===== config.mk =====
export PLATFORM = sky130hd
export DESIGN_NAME = mem_arbiter
export DESIGN_NICKNAME = d
export VERILOG_FILES = /design/src/rtl/mem_arb_pkg.sv /design/src/rtl/arb_pick.sv /design/src/rtl/mem_arbiter.sv
export SDC_FILE = /design/constraint.sdc
export NUM_CORES = 1
export LEC_CHECK = 0
export CORE_MARGIN = 4
export CORE_UTILIZATION = 36
export DETAILED_ROUTE_END_ITERATION = 10
export GPL_TIMING_DRIVEN = 1
export PLACE_DENSITY = 0.73
export SLEW_MARGIN = 20
export SYNTH_ARGS = -nofsm -noshare
export SYNTH_HDL_FRONTEND = slang
export SYNTH_SLANG_ARGS = --single-unit

===== constraint.sdc =====
create_clock -name clk -period 3.05 [get_ports clk]
set_clock_uncertainty 0.1 [all_clocks]
set_input_delay 0.61 -clock clk [delete_from_list [all_inputs] [get_ports clk]]
set_output_delay 0.61 -clock clk [all_outputs]
set_load 0.03 [all_outputs]

===== src/rtl/mem_arb_pkg.sv =====
// Shared types and constants for the two-port memory arbiter.
// Used by mem_arbiter and arb_pick; round-robin option is MEM_ARB_RR_EN.
package mem_arb_pkg;

  typedef enum logic [1:0] {
    IDLE   = 2'd0,
    ACCESS = 2'd1,
    RESP   = 2'd2
  } state_e;

  typedef enum logic {
    FETCH = 1'b0,
    DATA  = 1'b1
  } req_id_e;

  localparam int unsigned MEM_WORDS_DEFAULT = 8192;

  // Word index is adr[31:2]; the low byte-offset bits never select a word.
  function automatic logic in_range(logic [31:0] adr, int unsigned words);
    return {2'b00, adr[31:2]} < words;
  endfunction

endpackage


===== src/rtl/arb_pick.sv =====
// Winner selection between the fetch and data requesters.
// MEM_ARB_RR_EN selects round-robin on ties; otherwise data has fixed priority.
module arb_pick
  import mem_arb_pkg::*;
(
  input  logic i_req,
  input  logic d_req,
  input  logic last_grant,
  output logic winner
);

`ifdef MEM_ARB_RR_EN
  always_comb begin
    if (i_req && d_req) begin
      winner = (last_grant == DATA) ? FETCH : DATA;
    end else if (d_req) begin
      winner = DATA;
    end else begin
      winner = FETCH;
    end
  end
`else
  // With fixed priority only d_req matters; fetch wins whenever data is idle.
  logic unused_inputs;
  assign unused_inputs = i_req ^ last_grant;
  assign winner        = d_req ? DATA : FETCH;
`endif

endmodule


===== src/rtl/mem_arbiter.sv =====
// Two-port (fetch/data) arbiter onto one single-cycle memory, 3 cycles per transaction.
// Define MEM_ARB_RR_EN for round-robin tie-breaking instead of fixed data priority.
module mem_arbiter
  import mem_arb_pkg::*;
#(
  parameter int unsigned MEM_WORDS = MEM_WORDS_DEFAULT
) (
  input  logic        clk,
  input  logic        rst,
  input  logic        i_req,
  input  logic [31:0] i_adr,
  output logic        i_ack,
  output logic [31:0] i_rdata,
  output logic        i_err,
  input  logic        d_req,
  input  logic        d_we,
  input  logic [31:0] d_adr,
  input  logic [31:0] d_wdata,
  output logic        d_ack,
  output logic [31:0] d_rdata,
  output logic        d_err,
  output logic [31:0] mem_adr,
  output logic        mem_read,
  output logic        mem_write,
  output logic [31:0] mem_wdata,
  input  logic [31:0] mem_rdata
);

  state_e      state_q, state_d;
  req_id_e     win_q, win_d;
  req_id_e     pick;
  logic        pick_raw;
  logic        last_grant;
  logic        we_q, we_d;
  logic [31:0] adr_q, adr_d;
  logic [31:0] wdata_q, wdata_d;
  logic        i_ack_q, i_ack_d;
  logic        i_err_q, i_err_d;
  logic [31:0] i_rdata_q, i_rdata_d;
  logic        d_ack_q, d_ack_d;
  logic        d_err_q, d_err_d;
  logic [31:0] d_rdata_q, d_rdata_d;
  logic        hit;
  logic        in_access;

  arb_pick u_pick (
    .i_req      (i_req),
    .d_req      (d_req),
    .last_grant (last_grant),
    .winner     (pick_raw)
  );

  assign pick = req_id_e'(pick_raw);

`ifdef MEM_ARB_RR_EN
  logic last_q;

  always_ff @(posedge clk) begin
    if (!rst) begin
      last_q <= FETCH;
    end else if (state_q == IDLE && (i_req || d_req)) begin
      last_q <= pick_raw;
    end
  end

  assign last_grant = last_q;
`else
  assign last_grant = FETCH;
`endif

  assign hit       = in_range(adr_q, MEM_WORDS);
  assign in_access = (state_q == ACCESS);

  // Memory strobes are decoded from the latched request, so they exist only in ACCESS.
  assign mem_adr   = in_access ? adr_q : 32'd0;
  assign mem_read  = in_access && hit && !we_q;
  assign mem_write = in_access && hit && we_q;
  assign mem_wdata = (in_access && we_q) ? wdata_q : 32'd0;

  always_comb begin
    state_d   = state_q;
    win_d     = win_q;
    we_d      = we_q;
    adr_d     = adr_q;
    wdata_d   = wdata_q;
    i_ack_d   = 1'b0;
    i_err_d   = 1'b0;
    i_rdata_d = i_rdata_q;
    d_ack_d   = 1'b0;
    d_err_d   = 1'b0;
    d_rdata_d = d_rdata_q;

    unique case (state_q)
      IDLE: begin
        if (i_req || d_req) begin
          state_d = ACCESS;
          win_d   = pick;
          if (pick == DATA) begin
            we_d    = d_we;
            adr_d   = d_adr;
            wdata_d = d_wdata;
          end else begin
            we_d    = 1'b0;
            adr_d   = i_adr;
            wdata_d = 32'd0;
          end
        end
      end
      ACCESS: begin
        state_d = RESP;
        if (win_q == DATA) begin
          d_ack_d = 1'b1;
          d_err_d = !hit;
          // An in-range write keeps the previous read data.
          if (!hit) begin
            d_rdata_d = 32'd0;
          end else if (!we_q) begin
            d_rdata_d = mem_rdata;
          end
        end else begin
          i_ack_d   = 1'b1;
          i_err_d   = !hit;
          i_rdata_d = hit ? mem_rdata : 32'd0;
        end
      end
      RESP: begin
        state_d = IDLE;
      end
      default: begin
        state_d = IDLE;
      end
    endcase
  end

  always_ff @(posedge clk) begin
    if (!rst) begin
      state_q   <= IDLE;
      win_q     <= FETCH;
      we_q      <= 1'b0;
      adr_q     <= 32'd0;
      wdata_q   <= 32'd0;
      i_ack_q   <= 1'b0;
      i_err_q   <= 1'b0;
      i_rdata_q <= 32'd0;
      d_ack_q   <= 1'b0;
      d_err_q   <= 1'b0;
      d_rdata_q <= 32'd0;
    end else begin
      state_q   <= state_d;
      win_q     <= win_d;
      we_q      <= we_d;
      adr_q     <= adr_d;
      wdata_q   <= wdata_d;
      i_ack_q   <= i_ack_d;
      i_err_q   <= i_err_d;
      i_rdata_q <= i_rdata_d;
      d_ack_q   <= d_ack_d;
      d_err_q   <= d_err_d;
      d_rdata_q <= d_rdata_d;
    end
  end

  assign i_ack   = i_ack_q;
  assign i_err   = i_err_q;
  assign i_rdata = i_rdata_q;
  assign d_ack   = d_ack_q;
  assign d_err   = d_err_q;
  assign d_rdata = d_rdata_q;

endmodule


-- Yosys cells after proc, flatten, opt, wreduce, memory -nomap -nowiden
Index checks and enable logic that the tools add are counted.
- register bits: 136
- word-level logic and storage cells: 45
- input bits: 133
- output and inout bits: 134
- bitwise gates (word level): 3
- multiplexer cells: 13
- equal/unequal tests: 3
- reductions and logical operators: 14
- $lt $le $gt $ge: 1
- operators with widths (kind ; number):
    2-to-1 mux 32 bit ; 7
    less-than comparator 30 x 14 -> 1 bit (second input constant) ; 1
    AND reduction 2 bit ; 3
    AND reduction 3 bit ; 2
    logical AND 1 bit ; 4
    2-to-1 mux 1 bit ; 4
    != test 2 bit (second input constant) ; 2
    case mux 2 bit (2 select lines) ; 1
    inverter 1 bit ; 3
    OR reduction 3 bit ; 1
    equality test 2 x 1 -> 1 bit (second input constant) ; 1
    logical NOT 1 bit ; 2
    logical NOT 2 bit ; 1
    2-to-1 mux 2 bit ; 1
    logical OR 1 bit ; 1

-- Logic depth before layout (Yosys ltp)
Gate-level depths: netlist of run 1.
- word-level depth: 3
- gate-level depth with buffers: 6
- gate-level depth less buffers: 4

-- Modules after synthesis
A second synthesis of run 1 with hierarchy kept.
- cell total of the unflattened synthesis: 547
- area, all modules: 5501.5 sq um
- by module, submodules not included (module ; area an instance (sq um) ; times used ; sequential area each (sq um) ; cells an instance):
    mem_arbiter ; 5494.0 ; 1 ; 2722.6 ; 546
    arb_pick ; 7.5 ; 1 ; 0.0 ; 1

-- Worst setup path before layout of run 1
Ideal clock, no wire load.
- path kind: register to output
- start: register adr_q[27]
- end: output port mem_read
- path slack: 0.599 ns
- data required time: 2.340 ns
- buffers on the path: 0
- stages on the path, launching flop included: 4
- data arrival time: 1.741 ns
- cells stage by stage: dfxtp_1 -> nor4_2 -> nand2_2 -> nor4_1
- cells in the longest elaborated chain, start to end: 3
- ends and longest elaborated chain (what ; RTL line ; source):
    start: declaration ; mem_arbiter.sv:35 ; logic [31:0] adr_q, adr_d;
    start signal: assignment ; mem_arbiter.sv:152 ; adr_q <= adr_d;
    less-than comparator 30 x 14 -> 1 bit ; mem_arb_pkg.sv:20 ; return {2'b00, adr[31:2]} < words;
    logical AND 1 bit (2 in a row) ; mem_arbiter.sv:76 ; assign mem_read = in_access && hit && !we_q;
    end: declaration ; mem_arbiter.sv:23 ; output logic mem_read,
Every way passes these cells.

-- Final worst setup path of run 1
- start: register state_q[0]
- end: output port mem_wdata[15]
- cells in the longest elaborated chain, start to end: 3
- ends and longest elaborated chain (what ; RTL line ; source):
    start: declaration ; mem_arbiter.sv:29 ; state_e state_q, state_d;
    start signal: assignment ; mem_arbiter.sv:149 ; state_q <= state_d;
    equality test 2 x 1 -> 1 bit ; mem_arbiter.sv:72 ; assign in_access = (state_q == ACCESS);
    logical AND 1 bit ; mem_arbiter.sv:78 ; assign mem_wdata = (in_access && we_q) ? wdata_q : 32'd0;
    2-to-1 mux 32 bit ; mem_arbiter.sv:78 ;
    end: declaration ; mem_arbiter.sv:25 ; output logic [31:0] mem_wdata,
Every way passes these cells.

==> impl_metrics.ini, run 1 <==
[sta]
relSlewSlack = 0.635
rsz0062_at_grt = false
period_minus_slack_ns = 2.88
finalMaxSlewViolations = 0
setup_viol = 0
hold_ws_ns = 0.377
hold_violations = 0
fmax_ghz = 0.348
worst_slew_pin_slew_ns = 0.548
setup_tns_ns = 0
fin_crit_sh = 0.943

[die]
die_w_um = 130
io_pins = 267
die_area_um2 = 17000
start_util = 0.370
rows = 44
core_um2 = 14600
die_h_um = 130

[synthesis]
yosysWarnings = 0
synth_top_cell_by_area = dfxtp_1
ys_seq_area_frac = 0.504
netlist_instances = 508
synth_cell_types = 30
synth_top_cell_area_share = 0.504
syn_avg_cell_area_um2 = 10.6
ys_top_cells_by_area = dfxtp_1 50%, a22o_1 10%, mux2i_1 5.9%, o211a_1 5.9%, a22oi_1 4.6%
synth_seq_cells = 136
mappedNetlistNets = 641
synth_area_um2 = 5400

[grt]
grt_antenna_before_repair = 0
grt_first_pass_wirelength_um = 26100
grt.overflow.total = 0
grt_max_degree = 39
grt_usage = 0.194
grt_pass1_vias = 5088

[placement]
dp_hpwl_um = 12500
port_buffers = 266
gp_congestion = 0.786

[setup_path]
cp_data_arrival_time_ns = 2.17
cp-end-kind = output pin
startpoint_type = flip-flop
reg2reg_depth = 5
critPathMaxStageDelay_ns = 0.71
crit_end = mem_wdata[15]
startpoint = state_q[0]$_SDFFE_PN0P_
path_depth = 4
r2r_start = adr_q[15]$_SDFFE_PN0P_
regToRegEndpoint = d_rdata[18]$_SDFFE_PN0P_
path_max_fanout = 32
slowest_stage = clkdlybuf4s50_1
worstSetupPathType = flip-flop to output pin
worstPathRequired_ns = 2.34
r2r_slack_ns = 1.18
path_delay_family = buffers and inverters
critical_path_buf_inv_count = 2
crit_path_cell_trace = nor2b_4 -> buf_12 -> and3_1 -> clkdlybuf4s50_1

[cts]
numCtsBuffers = 17
clock_path_buffers = 2
cts-htree-levels = 4
clk_pin_slew_ns = 0.06
tritoncts = done
clkSinkCount = 136
insertion_delay_ns = 0.41
clock-root-buffer = clkbuf_16

[drt]
via_count = 4910
drtPass1Iterations = 4
drt_wl_total_um = 16900
drc_errors = 0
ant_nets = 0
vias_per_cell = 5.13
drt_iter0_drc = 200
wl_per_cell_um = 17.6

[pwr]
p_sw_mw = 1.23
power.internal_mw = 3.39
p_leak_nw = 3.80
ir_drop_v = 0.000368
sequentialPowerShare = 0.414
p_comb_frac = 0.144
power_frac_clock = 0.442
swShare = 0.266
power_density_nw_per_um2 = 523

[min_path]
hold_class = flip-flop to flip-flop

[finish]
n_antenna_cell = 0
finalNetCount = 894
drive_above_1_share = 0.0814
area_delta_synth_final_pct = 63.4

[flow_run]
maxCapViolations = 0

[outcome]
status = finished clean
==> power by group through the flow <==
stage               Combinational (mW)  Sequential (mW)  Clock, mW
finish                           0.664             1.91       2.04
floorplan                        0.347             1.94          0
detailed placement               0.665             1.95          0
global route                     0.722             1.92       2.18
global placement                 0.649             1.95          0
CTS                              0.667             1.91       2.09
==> final cells by class <==
class | count | area [µm²]
Clock buffer | 18 | 439
Clock inverter | 14 | 151
Fill cell | 1202 | 5770
Inverter | 3 | 11.3
Multi-Input combinational cell | 320 | 2450
Sequential cell | 136 | 2720
Tap cell | 184 | 230
Timing Repair Buffer | 283 | 2820
==> cell usage after synthesis <==
cell type,instances
a21boi_1,1
a21oi_1,1
a22o_1,64
a22oi_1,33
and2_1,35
and3_1,33
buf_1,3
buf_2,13
buf_4,3
buf_6,3
clkbuf_1,27
dfxtp_1,136
inv_1,3
mux2i_1,32
nand2_1,33
nand2_2,1
nand2b_1,1
nand3_1,2
nand3_4,1
nor2_1,5
nor2b_1,35
nor3_1,1
nor3_4,1
nor4_1,1
nor4_2,1
nor4_4,3
o211a_1,32
o21a_1,1
o21ai_1,2
o31ai_4,1
==> layer usage <==
| metal | part of all wire | global-route usage |
|---|---|---|
| met1 | 0.40 | 0.228 |
| met2 | 0.49 | 0.327 |
| met3 | 0.090 | 0.0663 |
| met4 | 0.020 | 0.0732 |
| met5 | 0 | 0 |
==> cell families (layout without fill, tap and decap cells) <==
group / after synthesis / after routing / share of synthesized area
AND/OR/NAND/NOR: 153 / 153 / 0.172
AO/OA/AOI/OAI: 135 / 135 / 0.219
flip-flops: 136 / 136 / 0.504
buffers and inverters: 52 / 318 / 0.0454
multiplexers: 32 / 32 / 0.0593
==> flip-flops by register name, summed over array words and instances, names as in the netlist <==
signal	count
d_ack	1
d_rdata	32
adr_q	32
i_ack	1
i_rdata	32
win_q	1
d_err	1
i_err	1
state_q	2
we_q	1
wdata_q	32
==> stage by stage <==
| step | setup WS [ns] | utilization | cell area, µm² | std cells | total power, mW |
|---|---|---|---|---|---|
| 2_1_floorplan | 0.599 | - | 5400 | 508 | 2.29 |
| 5_1_grt | 0.0557 | 0.605 | 8820 | 958 | 4.82 |
| 4_1_cts | 0.0275 | 0.603 | 8800 | 956 | 4.67 |
| 6_report | 0.175 | 0.605 | 8820 | 958 | 4.62 |
| 3_3_place_gp | 0.386 | 0.563 | 8210 | 924 | 2.60 |
| 3_5_place_dp | 0.338 | 0.563 | 8210 | 924 | 2.62 |
==> what timing repair did <==
| item | CTS | global route |
|---|---|---|
| gates resized for setup | 1 | 1 |
| setup buffers | 0 | 2 |
| endpoints found under the setup margin | 1 | 15 |
| hold buffers | 0 | 0 |
==> worst min-delay path by stage <==
stage / start / end / slack, ns / cells after the start
5_1_grt: d_rdata[1]$_SDFFE_PN0P_ / d_rdata[1]$_SDFFE_PN0P_ / 0.39 / 1
6_report: d_rdata[16]$_SDFFE_PN0P_ / d_rdata[16]$_SDFFE_PN0P_ / 0.38 / 1
4_1_cts: d_rdata[2]$_SDFFE_PN0P_ / d_rdata[2]$_SDFFE_PN0P_ / 0.38 / 1
3_5_place_dp: i_rdata[28]$_SDFFE_PN0P_ / i_rdata[28]$_SDFFE_PN0P_ / 0.36 / 1
3_3_place_gp: i_rdata[16]$_SDFFE_PN0P_ / i_rdata[16]$_SDFFE_PN0P_ / 0.36 / 1
2_1_floorplan: adr_q[0]$_SDFFE_PN0P_ / adr_q[0]$_SDFFE_PN0P_ / 0.36 / 1
==> worst reg2reg max path, delay by kind of cell (launching register included) <==
family                 cells  cell delay [ns]
AO/OA/AOI/OAI              2             0.48
AND/OR/NAND/NOR            2             0.52
flip-flops                 1             0.34
buffers and inverters      1             0.37
==> layout by cell type (no fill, tap or decap), types with 2 or more instances in the layout <==
master,Yosys,routed
mux2i_1,32,32
dfxtp_1,136,136
a22o_1,64,64
buf_12,0,3
nor4_4,3,3
buf_2,13,2
inv_6,0,6
inv_1,3,3
clkdlybuf4s50_1,0,262
buf_4,3,14
inv_8,0,4
and3_1,33,33
nand3_1,2,2
o211a_1,32,32
clkinvlp_4,0,2
nor2_1,5,5
clkbuf_16,0,17
a22oi_1,33,33
nor2b_1,35,34
nand2_1,33,33
and2_1,35,35
Power figures use the tool's default switching activity.
==> run 2, diff against run 1 <==
Settings changed: CTS_CLUSTER_DIAMETER from default to 100.
==> results of run 2 <==
Final layout, timing and power as in run 1 (identical DEF).
==> edit (settings of run 2) <==
Add a define of `MEM_ARB_RR_EN`.
--- a/src/rtl/arb_pick.sv
+++ b/src/rtl/arb_pick.sv
@@ -2,2 +2,4 @@
 // MEM_ARB_RR_EN selects round-robin on ties; otherwise data has fixed priority.
+`define MEM_ARB_RR_EN
+
 module arb_pick
Behaviour: not the same (Yosys sat finds a counterexample within 10 cycles, from zero or initial values and one cycle with rst low).
==> edit against run 2 <==
Core utilization fell by 0.78 points. Via count up 1.3%. Worst hold slack lost 0.0021 ns. Sequential cell count is the same. Final area shrank 0.55%. Synthesized cell count grew 0.39%. Power down 5.3%. Setup slack worse by 0.053 ns. Maximum frequency decreased by 1.8%. Wire length fell by 0.40%. Area after synthesis increased by 0.95%. Largest power group is now sequential cells.
==> edit: results (changes against run 2) <==
For this design, the slowest cell found on the critical path is sky130_fd_sc_hd__clkdlybuf4s50_1. The fraction of layout cells with a size suffix above 1 is 7.77% (-0.37 points). By count the netlist is led by sky130_fd_sc_hd__dfxtp_1, sky130_fd_sc_hd__a22o_1, sky130_fd_sc_hd__and2_1, sky130_fd_sc_hd__nor2b_1. The transition time of the tightest slew-check pin is 0.657 ns (+0.109 ns), and the combinational power is 666 uW (about the same).

The maximum count of clock buffers along a single path came out at 2 (unchanged). The portion of the clock cycle consumed by the worst path in the final layout was 96.0% (+1.7 points). The critical path arrival came out at 2.22 ns (+0.05 ns). The worst register-to-register path begins at state_q[0]. The half-perimeter wire length after detailed placement is 12,200 um (-2.4%), and the final-stage net count is 893 (-0.11%).

The overall fraction of global-route tracks in use is 18.9% (-0.48 points), and the worst-case vdd ir drop is 352 uV (-4.4%). The maximum fanout encountered on the critical timing path was 30 (-6.3%); the synthesized net count was 643 (+0.31%). The met3 routing resource usage after global routing came out at 6.83% (+0.20 points).

The average wire per cell in the routed design is 17.6 um (-0.30%), and the global-route wire length before repair is 25,500 um (-2.2%). The global placement routability congestion is 0.847 (+7.8%). Detailed router's first-iteration violation count: 229 (+14%). The flow ran to the end, and the final reports show no timing, DRC or antenna violations. The post-synthesis mux area share is 5.88% (-0.056 points).

The delay of the slowest cell on the worst path came out at 0.68 ns (-0.03 ns). The tools report the worst hold slack after final layout as 0.375 ns (-0.00210 ns). The routing usage on met2 is 30.8% (-1.9 points), and the worst setup slack for register-to-register paths is 1.15 ns (-0.03 ns).

The logs give 510 (+0.39%) for the number of standard cells after synthesis and 0.40 ns for the clock insertion delay at the later pin of the skew report. Area fraction in compound gates after synthesis: 21.6% (-0.21 points). The clock group power is 1.79 mW (-12%). The setup slack at placement was 0.167 ns (-0.171 ns).

Initial antenna violation count: 1 (+1). Final wirelength: 16,800 um (-0.40%). The worst register-to-register path ends at d_rdata[13].

The count of distinct cell types in the synthesized netlist is 31 (+3.3%). Number of detailed-routing iterations run before antenna repair: 5 (+1). The logs give 7830 um (-4.4%) for the routed length on met2 and 1.12 mW (-8.5%) for the net load switching power. The post-placement cell area was 8230 um^2 (+0.15%). The critical path ends at mem_wdata[23]. The pin count of the biggest net entering global routing came out at 66 (+69%).

The tools report the hold path startpoint as d_rdata[22]. The routed metal-1 wirelength is 6890 um (+0.76%). The run gives 50.0% (-0.47 points) as the portion of the post-synthesis area used by sequential elements. The tools report the total met3 wirelength after detailed routing as 1660 um (+9.0%). The run gives 5,008 (-1.6%) as the number of global-route vias before repair.

The run gives 3.76 nW (-0.95%) as the cell leakage power. The path with the worst hold slack has its endpoint at d_rdata[22]. The detail-routed via count per cell came out at 5.20 (+1.4%).

Sorting the synthesized cells by area gives the leading types as sky130_fd_sc_hd__dfxtp_1, sky130_fd_sc_hd__a22o_1, sky130_fd_sc_hd__mux2i_1. For the met1 routing resource usage after global routing, the log shows 22.4% (-0.41 points). Total design power: 4.37 mW (-5.3%). The tools report the number of placed instances, taps included as 923 (-0.11%).
edit: layout make-up:
type	count	area (um^2)
multi-input cells	322	2490
fillers	1248	5930
inverters	3	11.3
well taps	184	230
diodes	1	2.50
repair buffers	280	2790
flip-flops and latches	136	2720
clock inverters	12	78.8
clock buffers	19	443
edit: cells by family (layout without fill, tap and decap cells):
family | count (synthesis) | after routing
and+or+nand+nor | 155 | 155
DFF | 136 | 136
AOI/OAI and AO/OA | 135 | 135
buffers and inverters | 52 | 314
muxes | 32 | 32
other | 0 | 1
edit: what timing repair did:
item / 4_1_cts / 5_1_grt
setup endpoints to repair: 55 / 49
setup buffers: 0 / 2
pin swaps: 0 / 0
hold endpoints to repair: 0 / 0
gates resized for setup: 2 / 2
edit: worst max-delay path: cells and delay by family, from the launching register on:
family                 cells  cell delay (ns)
flip-flops                 1             0.45
buffers and inverters      2             0.87
AND/OR/NAND/NOR            2             0.49
